$ cat config.mk
export PLATFORM = sky130hd
export DESIGN_NAME = clock_setter
export DESIGN_NICKNAME = d
export VERILOG_FILES = /design/src/rtl/clock_pkg.sv /design/src/rtl/btn_edge.sv /design/src/rtl/clock_setter.sv
export SDC_FILE = /design/constraint.sdc
export NUM_CORES = 1
export LEC_CHECK = 0
export BUFFER_PORTS_ARGS = -buffer_cell sky130_fd_sc_hd__buf_2
export CAP_MARGIN = 20
export CORE_MARGIN = 2
export CORE_UTILIZATION = 53
export DETAILED_ROUTE_END_ITERATION = 7
export PLACE_DENSITY = 0.8
export REMOVE_ABC_BUFFERS = 1
export SYNTH_ARGS = -nofsm -noshare
export SYNTH_HDL_FRONTEND = slang
export SYNTH_SLANG_ARGS = --single-unit
$ cat constraint.sdc
create_clock -name clk -period 1.9 [get_ports clk]
set_clock_uncertainty 0.05 [all_clocks]
set_input_delay 0.095 -clock clk [delete_from_list [all_inputs] [get_ports clk]]
set_output_delay 0.095 -clock clk [all_outputs]
set_load 0.03 [all_outputs]
$ cat src/rtl/clock_pkg.sv
// clock_pkg: field limits and the FSM state encoding shared by the clock-setting logic.
package clock_pkg;
  localparam logic [3:0] HOURS_MAX   = 4'd12;
  localparam logic [5:0] MINUTES_MAX = 6'd60;
  localparam logic [5:0] SECONDS_MAX = 6'd60;
  typedef enum logic [2:0] {IDLE, SET_H, SET_M, SET_S, COMMIT} state_t;
endpackage

$ cat src/rtl/btn_edge.sv
// btn_edge: registered rising-edge detector; a button held through reset stays silent until released.
module btn_edge (
  input  logic clk,
  input  logic rst,
  input  logic btn_i,
  output logic rise_o
);
  logic btn_q, arm_q;
  always_ff @(posedge clk) begin
    if (rst) begin
      btn_q <= 1'b0;
      arm_q <= ~btn_i;
    end else begin
      btn_q <= btn_i;
      arm_q <= arm_q | ~btn_i;
    end
  end
  assign rise_o = btn_i & ~btn_q & arm_q;
endmodule

$ cat src/rtl/clock_setter.sv
// clock_setter: button-driven hours/minutes/seconds editor with a one-cycle commit strobe.
// Define CLOCK_SETTER_AUTOREPEAT_EN to enable auto-repeat while inc_btn is held.
module clock_setter import clock_pkg::*; #(
  parameter int REPEAT_DELAY = 50,
  parameter int REPEAT_RATE  = 10
) (
  input  logic       clk,
  input  logic       rst,
  input  logic       mode_btn,
  input  logic       inc_btn,
  input  logic [3:0] hours,
  input  logic [5:0] minutes,
  input  logic [5:0] seconds,
  output logic       adjust_clock,
  output logic [3:0] in_hours,
  output logic [5:0] in_minutes,
  output logic [5:0] in_seconds,
  output logic [1:0] edit_field
);
  state_t state_q;
  logic [3:0] h_q;
  logic [5:0] m_q, s_q;
  logic [1:0] fld_q;
  logic adj_q, mode_e, inc_e, rpt, bump;
  btn_edge u_mode (.clk(clk), .rst(rst), .btn_i(mode_btn), .rise_o(mode_e));
  btn_edge u_inc (.clk(clk), .rst(rst), .btn_i(inc_btn), .rise_o(inc_e));
`ifdef CLOCK_SETTER_AUTOREPEAT_EN
  localparam int CW = $clog2(REPEAT_DELAY + 1);
  logic act_q, hold;
  logic [CW-1:0] cnt_q;
  assign hold = inc_btn & ~mode_e & (state_q inside {SET_H, SET_M, SET_S});
  assign rpt = act_q & hold & (cnt_q == CW'(REPEAT_DELAY - 1));
  // After the first repeat the counter reloads so later repeats come every REPEAT_RATE cycles
  always_ff @(posedge clk) begin
    if (rst || !hold) begin
      act_q <= 1'b0;
      cnt_q <= '0;
    end else if (inc_e) begin
      act_q <= 1'b1;
      cnt_q <= '0;
    end else if (act_q) begin
      cnt_q <= rpt ? CW'(REPEAT_DELAY - REPEAT_RATE) : cnt_q + 1'b1;
    end
  end
`else
  logic unused_cfg;
  assign unused_cfg = ^{REPEAT_DELAY, REPEAT_RATE};
  assign rpt = 1'b0;
`endif
  assign bump = inc_e | rpt;
  // mode_btn wins over inc_btn because the increment sits in the else branch
  always_ff @(posedge clk) begin
    if (rst) begin
      state_q <= IDLE;
      h_q     <= '0;
      m_q     <= '0;
      s_q     <= '0;
      fld_q   <= 2'd0;
      adj_q   <= 1'b0;
    end else begin
      adj_q <= 1'b0;
      case (state_q)
        IDLE: if (mode_e) begin
          state_q <= SET_H;
          fld_q   <= 2'd1;
          h_q     <= hours >= HOURS_MAX ? 4'd0 : hours;
          m_q     <= minutes >= MINUTES_MAX ? 6'd0 : minutes;
          s_q     <= seconds >= SECONDS_MAX ? 6'd0 : seconds;
        end
        SET_H: if (mode_e) begin
          state_q <= SET_M;
          fld_q   <= 2'd2;
        end else if (bump) h_q <= h_q == HOURS_MAX - 4'd1 ? 4'd0 : h_q + 4'd1;
        SET_M: if (mode_e) begin
          state_q <= SET_S;
          fld_q   <= 2'd3;
        end else if (bump) m_q <= m_q == MINUTES_MAX - 6'd1 ? 6'd0 : m_q + 6'd1;
        SET_S: if (mode_e) begin
          state_q <= COMMIT;
          fld_q   <= 2'd0;
          adj_q   <= 1'b1;
        end else if (bump) s_q <= s_q == SECONDS_MAX - 6'd1 ? 6'd0 : s_q + 6'd1;
        default: state_q <= IDLE;
      endcase
    end
  end
  assign adjust_clock = adj_q;
  assign edit_field   = fld_q;
  assign in_hours     = h_q;
  assign in_minutes   = m_q;
  assign in_seconds   = s_q;
endmodule

==> results.md, run 1 <==
* Final net count at about 250
* Post-Syn Instances at approximately 190
* Net switching fraction of the power at approximately a third
* Hpwl dp at about 2800 um
* Worst EP required at around 2.1 ns
* Clock tree buffer depth at 2
* Initial antenna violation count at 0
* Port bufs at 38
* Most frequent cells in the layout: 38 x buf_2, 25 x dfxtp_1, 15 x a21oi_1
* Max Cap Viol at 0
* Drt pass-1 iters at 7
* Register area share after synthesis at 32.5%
* Status: finished with violations
* FF+latch count, synth at 26
* Die Wd at just under 60 um
* CTS tree: yes
* Final Cycle Share at between 90 and 100%
* WS Path Type: reg2reg
* Row count at 19
* Leak Pwr at just over 0.8 nW
* Vias per cell at 6.30
* Design Area, Final at approximately 0.0019 mm^2
* NetSw at around 0.00043 W
* First-pass GRT wire length at a little under 7000 um
* Mapped Area at about 0.0016 mm^2
* Met1 Track Usage GR at 33.9%
* CTS clk-pin slew, worst paths at 0.16 ns
* Antenna Nets Post-Route at 0
* Sequential fraction of design power at 46.6%
* Power density cells at between 700 and 800 mW/mm^2
* Startpoint types: register
* Vias in the first global route at between 1500 and 2000
* Class of the worst hold path: in2reg
* Comb pwr share at between 20 and 30%
* Share of synthesized flip-flops with an asynchronous set or reset at 0%
* Peak fanout along the critical path at 9
* Critical Path End Type: register
* Internal at 0.000943 W
* Vias at between 1500 and 2000
* Area Overhead vs Synth at 19.7%
* Routed WL at between 3000 and 4000 um
* Slew margin rel. at around 70%
* Initial Utilization at approximately 57%
* Fmax at 0.556 GHz
* Root buffer cell: clkbuf_4
* Hold Vio Cnt, Final at 0
* GRT Overall Usage at around 24%
* Yosys cell types at 55
* Hold WS at 0.0193 ns
* Ys flop type: dfxtp_1
* Failing checks: DRC
* Post-synth EDFFs at 0
* Layout cells sized above 1 at around a quarter
* Post-layout min period at about 1.8 ns
* Setup slack, reg-to-reg at 0.10 ns
* Placed cell area at approximately 0.0018 mm^2
* Met2 Use GR at around two fifths
* Std-Cell Core Area at roughly 0.0028 mm^2
* Unrepaired setup endpoints after global routing: no
* Worst Max-Slew Pin Slew at ~0.45 ns
* Starting DRT DRC Count at 85
* Clock group share of total power at around 28%
* N_diodes at 0
* Drt wl/cell at between 10 and 15 um
* Die area at 0.00348 mm^2
* Total CTS buffers at 3
* Peak VDD IR at roughly 0.44 mV
* Commonest non-fill, non-tap cell in the layout: buf_2
* Die height at between 50 and 60 um
* Worst skew pair latency at between 0.3 and 0.4 ns
* Busiest grt layer: met2
* Arrival time at the worst endpoint at around 2.0 ns
* Clock Sinks at 26
* Final count of pins violating max slew at 0
* Largest net degree at the start of global routing at 25
* DRC at 3
* Mean Syn Cell Area at 8.56 um^2
* Setup violators final at 0
* Grt met3 use at under 10%
* CTS H-tree lvls at 1
* Placer's final routability congestion estimate at between 0.8 and 0.9
* Yosys warnings at 0
* Remaining Overflow, GRT at 0
* # IOs at 39
[stage by stage]
step | worst slack [ns] | utilization (%) | instances | setup TNS (ns) | total power [W]
2_1_floorplan | -0.117 | - | 176 | -0.380 | 0.000867
3_3_place_gp | 0.180 | 65.2 | 253 | 0 | 0.000979
3_5_place_dp | 0.0461 | 65.2 | 253 | 0 | 0.000991
4_1_cts | 0.0351 | 68.3 | 261 | 0 | 0.00137
5_1_grt | 0.0137 | 68.3 | 261 | 0 | 0.00143
6_report | 0.101 | 68.3 | 261 | 0 | 0.00137
[Yosys cell counts, types with 5 or more instances]
cell      count  area, um^2
o31ai_1       6        45.0
nor3_1        8        40.0
dfxtp_1      26         521
a21oi_1      15        75.1
inv_1         7        26.3
nor2b_1       6        37.5
nor2_1        7        26.3
and3_1        6        37.5
nand3_1      13        65.1
a211oi_1      7        52.6
nand2_1       8        30.0
buf_2         5        25.0
[kinds of logic (layout without fill, tap and decap cells)]
group                    Yosys count  in the layout  share of synthesized area (%)
AND/OR/NAND/NOR                   76             76                           30.5
AO/OA/AOI/OAI                     60             60                           26.9
flip-flops                        26             26                           32.5
buffers and inverters             18             61                           5.55
adder cells (fa/ha/maj)            3              3                           2.34
XOR/XNOR                           3              3                           1.64
multiplexers                       1              1                          0.625
[layer usage]
layer	share of wire (%)	routed length, um
met2	49	1900
met3	4.8	189
met5	0	0
met4	0.74	29
met1	46	1790
[power groups by stage]
stage | Sequential, W | Combinational, W | Clock, W
finish | 0.000640 | 0.000348 | 0.000385
global route | 0.000648 | 0.000382 | 0.000404
CTS | 0.000638 | 0.000347 | 0.000385
detailed placement | 0.000650 | 0.000341 | 0
global placement | 0.000646 | 0.000333 | 0
floorplan | 0.000704 | 0.000163 | 0
[path summary, 6_finish.rpt]
check / start / to / depth (start not counted)
max: state_q[0] / in_hours[2] / 4
min: seconds[0] / in_seconds[0] / 3
max reg2reg: state_q[0] / in_hours[2] / 4
min reg2reg: u_mode.arm_q / u_mode.arm_q / 2
[layout make-up]
cell class	instances	area, um^2
Multi-Input combinational cell	143	992
Fill cell	247	888
Sequential cell	26	522
Timing Repair Buffer	50	285
Tap cell	31	38.8
Clock inverter	1	30.0
Inverter	7	26.3
Clock buffer	3	22.5
[worst max-delay path, cell delays in order (launching register included)]
cell and delay, ns:
dfxtp_1 0.52, or3b_2 0.56, nor4b_1 0.32, o22ai_1 0.12
a21oi_1 0.17
[flip-flops by register name (all words and copies together) (netlist names)]
name and flops:
u_inc.btn_q 1, u_mode.btn_q 1, u_inc.arm_q 1, u_mode.arm_q 1, in_minutes 6, state_q 3
in_hours 4, in_seconds 6, adjust_clock 1, edit_field 2
[what timing repair did]
item                                    CTS  global route
gates resized for setup                   0             1
hold buffers                              2             0
pin swaps                                 1             0
endpoints found under the setup margin    1            12
buffers inserted                          2             0
endpoints found under the hold margin     4             0
No activity file was read; power rests on OpenSTA's default activity.
==> run 2: changes to the inputs <==
--- a/config.mk
+++ b/config.mk
@@ -11,6 +11,7 @@
 export CORE_UTILIZATION = 53
 export DETAILED_ROUTE_END_ITERATION = 7
 export PLACE_DENSITY = 0.8
+export RECOVER_POWER = 50
 export REMOVE_ABC_BUFFERS = 1
 export SYNTH_ARGS = -nofsm -noshare
 export SYNTH_HDL_FRONTEND = slang
==> run 2 against run 1 <==
  * The flow still finishes with violations (DRC)
  * Combinational power fell by 2%
  * Fmax shrank 0.77%
  * Worst hold slack better by 0.0019 ns
  * Highest routed layer unchanged
  * Largest cell class unchanged
  * First-iteration DRC count up 33%
  * Sequential power hardly changed
  * Cell count unchanged
==> results.md, run 2 (synthesized netlist as in run 1, its figures left out) <==
* Status: finished with violations
* Failing checks: DRC
* Cell family with most CP delay: simple AND/OR/NAND/NOR gates
* Largest net degree at the start of global routing at 25
* Vias in the first global route at 1550
* Worst skew pair latency at roughly 0.33 ns
* Antenna Nets Post-Route at 0
* Placer's final routability congestion estimate at ~0.88
* Max Cap Viol at 0
* Worst Max-Slew Pin Slew at 0.446 ns
* DRC at 3
* Hold Vio Cnt, Final at 0
* Row count at 19
* Class of the worst hold path: in2reg
* Starting DRT DRC Count at between 100 and 150
* Routed WL at roughly 3900 um
* Remaining Overflow, GRT at 0
* CTS clk-pin slew, worst paths at 0.15 ns
* Most frequent cells in the layout: 25 x dfxtp_1, 19 x buf_2, 19 x clkbuf_1
* Drt pass-1 iters at 6
* Final count of pins violating max slew at 0
* N_diodes at 0
* CP cell instances: or3b_2 -> nor4b_1 -> o22ai_1 -> a21oi_1
* GRT Overall Usage at approximately 24%
* Non-filler cells, final at 261
* Setup violators final at 0
* Peak fanout along the critical path at 9
* Startpoint types: register
* Port bufs at 38
* Peak VDD IR at approximately 0.44 mV
* Cells after DPL at around 250
* Area Overhead vs Synth at 18.2%
* Worst r2r src: state_q[0]
* Commonest non-fill, non-tap cell in the layout: dfxtp_1
* Die Wd at a little under 60 um
* Drt wl/cell at 15.1 um
* Slew margin rel. at between 70% and 80%
* CTS tree: yes
* Total CTS buffers at 3
* Layout cells sized above 1 at roughly 18%
* Vias at roughly 1700
* Root buffer cell: clkbuf_4
* Unrepaired setup endpoints after global routing: no
* Worst EP required at 2.12 ns
* Vias per cell at about 6.4
* First-pass GRT wire length at roughly 6800 um
* Hold path startpoint: seconds[0]
* Fmax at 0.552 GHz
* WS Path Type: reg2reg
* # IOs at 39
* Initial antenna violation count at 0
* Crit path largest cell delay at approximately 0.57 ns
* Critical path launch point: state_q[0]
* Critical Path End Type: register
* Final net count at approximately 250
* Arrival time at the worst endpoint at ~2.0 ns
* Final Cycle Share at 95.4%
* Hold WS at 0.0212 ns
* Die area at ~0.0035 mm^2
* Clock tree buffer depth at 2
* Power density cells at just over 700 mW/mm^2
* Clock Sinks at 26
* Die height at a little under 60 um
* Post-layout min period at about 1.8 ns
* CTS H-tree lvls at 1
* Std-Cell Core Area at approximately 0.0028 mm^2
* Leak Pwr at between 0.7 and 0.8 nW
* Hpwl dp at 2850 um
* Buf/Inv on CP at 0
* CP max stage cell: or3b_2
* Initial Utilization at 57.1%
run 2: cell types whose count changed in the layout (fill, tap and decap cells not counted):
cell,before,now
buf_2,38,19
clkbuf_1,0,19
run 2: area by class of cell:
class	instances	area, um^2
clock inverters	1	30.0
clock buffers	3	22.5
well taps	31	38.8
flip-flops and latches	26	522
inverters	7	26.3
repair buffers	50	262
fillers	262	912
multi-input cells	143	992
run 2: per-layer routing:
layer	up-vias	part of all wire (%)	track usage [%]
li1	807	-	-
met1	802	46	33.9
met2	49	49	39.8
met3	4	4.6	2.62
met4	0	0.74	5.84
met5	-	0	0
run 2: power by group:
| group | leakage (nW) | total (W) | internal, W | switching (W) |
|---|---|---|---|---|
| sequential | 0.214 | 0.000641 | 0.000586 | 0.0000549 |
| clock | 0.0279 | 0.000385 | 0.000213 | 0.000171 |
| combinational | 0.503 | 0.000340 | 0.000134 | 0.000206 |
run 2: per-stage QoR:
| step | setup slack (ns) | instance area (um^2) | setup TNS (ns) | util [%] | power (W) |
|---|---|---|---|---|---|
| 2_1_floorplan | -0.117 | 1540 | -0.380 | - | 0.000867 |
| 3_3_place_gp | 0.180 | 1830 | 0 | 65.2 | 0.000979 |
| 3_5_place_dp | 0.0461 | 1830 | 0 | 65.2 | 0.000991 |
| 4_1_cts | 0.0351 | 1920 | 0 | 68.3 | 0.00137 |
| 5_1_grt | 0.0137 | 1890 | 0 | 67.5 | 0.00143 |
| 6_report | 0.0872 | 1890 | 0 | 67.5 | 0.00137 |
run 2: final timing paths:
check                                     end  slack [ns]  depth (start not counted)
worst min register to register   u_mode.arm_q        0.44                          2
worst min-delay path            in_seconds[0]        0.02                          3
worst max register to register    in_hours[2]        0.09                          4
worst max-delay path              in_hours[2]        0.09                          4
run 2: worst reg2reg max path, cell delays in order (launching register included):
cell and delay, ns:
dfxtp_1 0.53, or3b_2 0.57, nor4b_1 0.32, o22ai_1 0.12, a21oi_1 0.17
run 2: timing repair:
item | in CTS | in global routing
resized for setup | 0 | 1
setup endpoints to repair | 1 | 12
hold buffers | 2 | 0
buffers inserted | 2 | 0
endpoints found under the hold margin | 4 | 0
pin swaps | 1 | 0
==> run 3: changes to the inputs <==
--- a/config.mk
+++ b/config.mk
@@ -5,6 +5,7 @@
 export SDC_FILE = /design/constraint.sdc
 export NUM_CORES = 1
 export LEC_CHECK = 0
+export ABC_AREA = 1
 export BUFFER_PORTS_ARGS = -buffer_cell sky130_fd_sc_hd__buf_2
 export CAP_MARGIN = 20
 export CORE_MARGIN = 2
==> run 3 against run 2 <==
  * The flow now finishes without violations
  * Synthesized cell count rose by 35%
  * Final area is 3.3% lower
  * Via count fell by 1.1%
  * Total power shrank 1.2%
  * Wire length fell by 10%
  * Non-clock buffer count down 8
  * Largest power group unchanged
  * Cell count increased by 25%
  * Global-route usage is 1.6 points lower
==> results.md, run 3 <==
* Root buffer cell: clkbuf_4
* Initial antenna violation count at 0
* DRC at 0
* Remaining Overflow, GRT at 0
* Commonest non-fill, non-tap cell in the layout: nand2_1
* Synth top area cells: dfxtp_1 33%, nand2_1 16%, nor2_1 12%
* Post-synth EDFFs at 0
* Leak Pwr at slightly below 0.9 nW
* # IOs at 39
* N_diodes at 0
* Post-Syn Instances at between 200 and 300
* Hold path startpoint: seconds[1]
* Fmax at 0.649 GHz
* Drt wl/cell at approximately 11 um
* Worst skew pair latency at around 0.33 ns
* Fillers at around 270
* Share of synthesized flip-flops with an asynchronous set or reset at 0%
* Antenna Nets Post-Route at 0
* Final Cycle Share at about four fifths
* Routed WL at about 3500 um
* Resized cells post-CTS at 0
* GRT Overall Usage at 22.6%
* Vias at 1644
* Setup violators final at 0
* Die height at a little under 60 um
* Class of the worst hold path: in2reg
* Die Wd at approximately 58 um
* Vias per cell at a little over 5
* Most frequent cells after synthesis: 67 x nand2_1, 50 x nor2_1, 31 x nand3_1
* Final count of pins violating max slew at 0
* Worst EP required at around 2.1 ns
* Max Cap Viol at 0
* Yosys warnings at 0
* Std-Cell Core Area at 0.00278 mm^2
* Register area share after synthesis at 33.1%
* Critical path launch point: mode_btn
* Row count at 19
* Cells after DPL at between 300 and 400
* Synth top area share at between 30 and 40%
* CTS tree: yes
* Mean Syn Cell Area at roughly 6.2 um^2
* Final net count at between 300 and 400
* Final WS setup at 0.358 ns
* Mapped Area at between 0.0015 and 0.002 mm^2
* Port bufs at 38
* Critical Path End Type: register
* Area Overhead vs Synth at 16.3%
* Worst r2r src: u_mode.arm_q
* Slew margin rel. at 61.5%
* WS Path Type: in2reg
* Ys flop type: dfxtp_1
* CP endpoint: in_hours[2]
* Post-layout min period at 1.54 ns
* Peak fanout along the critical path at 6
* Startpoint types: input pin
* Hpwl dp at approximately 2600 um
* Largest net degree at the start of global routing at 19
* Overall power at 0.00135 W
* Starting DRT DRC Count at between 100 and 150
* Unrepaired setup endpoints after global routing: no
* Yosys cell types at 24
* Yosys top cell by area: dfxtp_1
* Setup TNS at 0 ns
* Layout cells sized above 1 at around 15%
* Power density cells at ~740 mW/mm^2
* Clock Sinks at 26
* Non-filler cells, final at roughly 330
* Reg2Reg Capture Point: in_hours[2]
* Most common cell in the synthesized netlist: nand2_1
* Vias in the first global route at around 1500
* R2R cell count at 7
* Placement Setup Slack at around 0.48 ns
* Initial Utilization at between 50% and 60%
* Peak VDD IR at slightly above 0.5 mV
* Most frequent cells in the layout: 67 x nand2_1, 51 x nor2_1, 31 x nand3_1
* Die area at ~0.0034 mm^2
* Placer's final routability congestion estimate at ~0.84
* CTS H-tree lvls at 1
* Arrival time at the worst endpoint at ~1.7 ns
* Worst Max-Slew Pin Slew at between 0.5 and 0.6 ns
* Drt pass-1 iters at 7
* Status: complete, no violations
* Hold Vio Cnt, Final at 0
* First-pass GRT wire length at 6060 um
* FF+latch count, synth at 26
* Setup slack, reg-to-reg at between 0.4 and 0.5 ns
* CTS clk-pin slew, worst paths at about 0.15 ns
* Clock tree buffer depth at 2
* Total CTS buffers at 3
==> run 3: how the worst min path moves through the flow <==
stage | to | slack (ns) | cells past startpoint
2_1_floorplan | u_inc.arm_q | 0.11 | 1
3_3_place_gp | u_inc.arm_q | 0.25 | 2
3_5_place_dp | u_inc.arm_q | 0.26 | 2
4_1_cts | in_seconds[1] | 0.05 | 5
5_1_grt | in_seconds[2] | 0.07 | 5
6_report | in_seconds[1] | 0.06 | 5
==> run 3: worst max-delay path: stages <==
cell	delay (ns)
dlygate4sd3_1	0.52
clkbuf_1	0.16
nand2_1	0.06
nor2_1	0.34
nor2_2	0.10
nor2_2	0.15
nand2_2	0.11
nor2_1	0.13
nor2_1	0.05
==> run 3: cell families (layout without fill, tap and decap cells) <==
logic type                 Yosys count  in the layout  share of synthesized area, %
AOI/OAI and AO/OA                   21             21                          6.92
xor gates and xnor gates             5              5                          2.78
adders and majority gates            3              3                          2.38
buffers and inverters               28             71                          7.31
DFF                                 26             26                          33.1
and+or+nand+nor                    169            169                          47.5
==> run 3: report_power, final <==
part           switching (W)  internal [W]
clock               0.000172      0.000117
combinational       0.000270      0.000130
sequential         0.0000638      0.000596
==> run 3: cell type report <==
| type | instances | area [um^2] | area share [%] |
|---|---|---|---|
| Timing Repair Buffer | 42 | 205 | 11.2 |
| Inverter | 25 | 93.8 | 5.13 |
| Multi-Input combinational cell | 198 | 936 | 51.1 |
| Sequential cell | 26 | 520 | 28.4 |
| Clock buffer | 4 | 36.3 | 1.98 |
| Tap cell | 31 | 38.8 | 2.12 |
==> run 3: through the flow <==
step | util [%] | hold slack (ns) | cell area (um^2)
after floorplan | - | 0.114 | 1550
after global placement | 64.3 | 0.253 | 1790
after detailed placement | 64.3 | 0.259 | 1790
after CTS | 66.7 | 0.0498 | 1860
after global routing | 65.8 | 0.0734 | 1830
final | 65.8 | 0.0577 | 1830
==> run 3: metal layers <==
metal | global-route usage (%) | share of wire (%) | vias up
li1 | - | - | 882
met1 | 31.3 | 48 | 708
met2 | 36.3 | 45 | 49
met3 | 2.20 | 5.3 | 5
met4 | 8.97 | 1.5 | 0
met5 | 0 | 0 | -
==> run 3: what timing repair did <==
item	in CTS	in global routing
hold buffers	3	0
buffers inserted	0	0
hold endpoints to repair	10	0
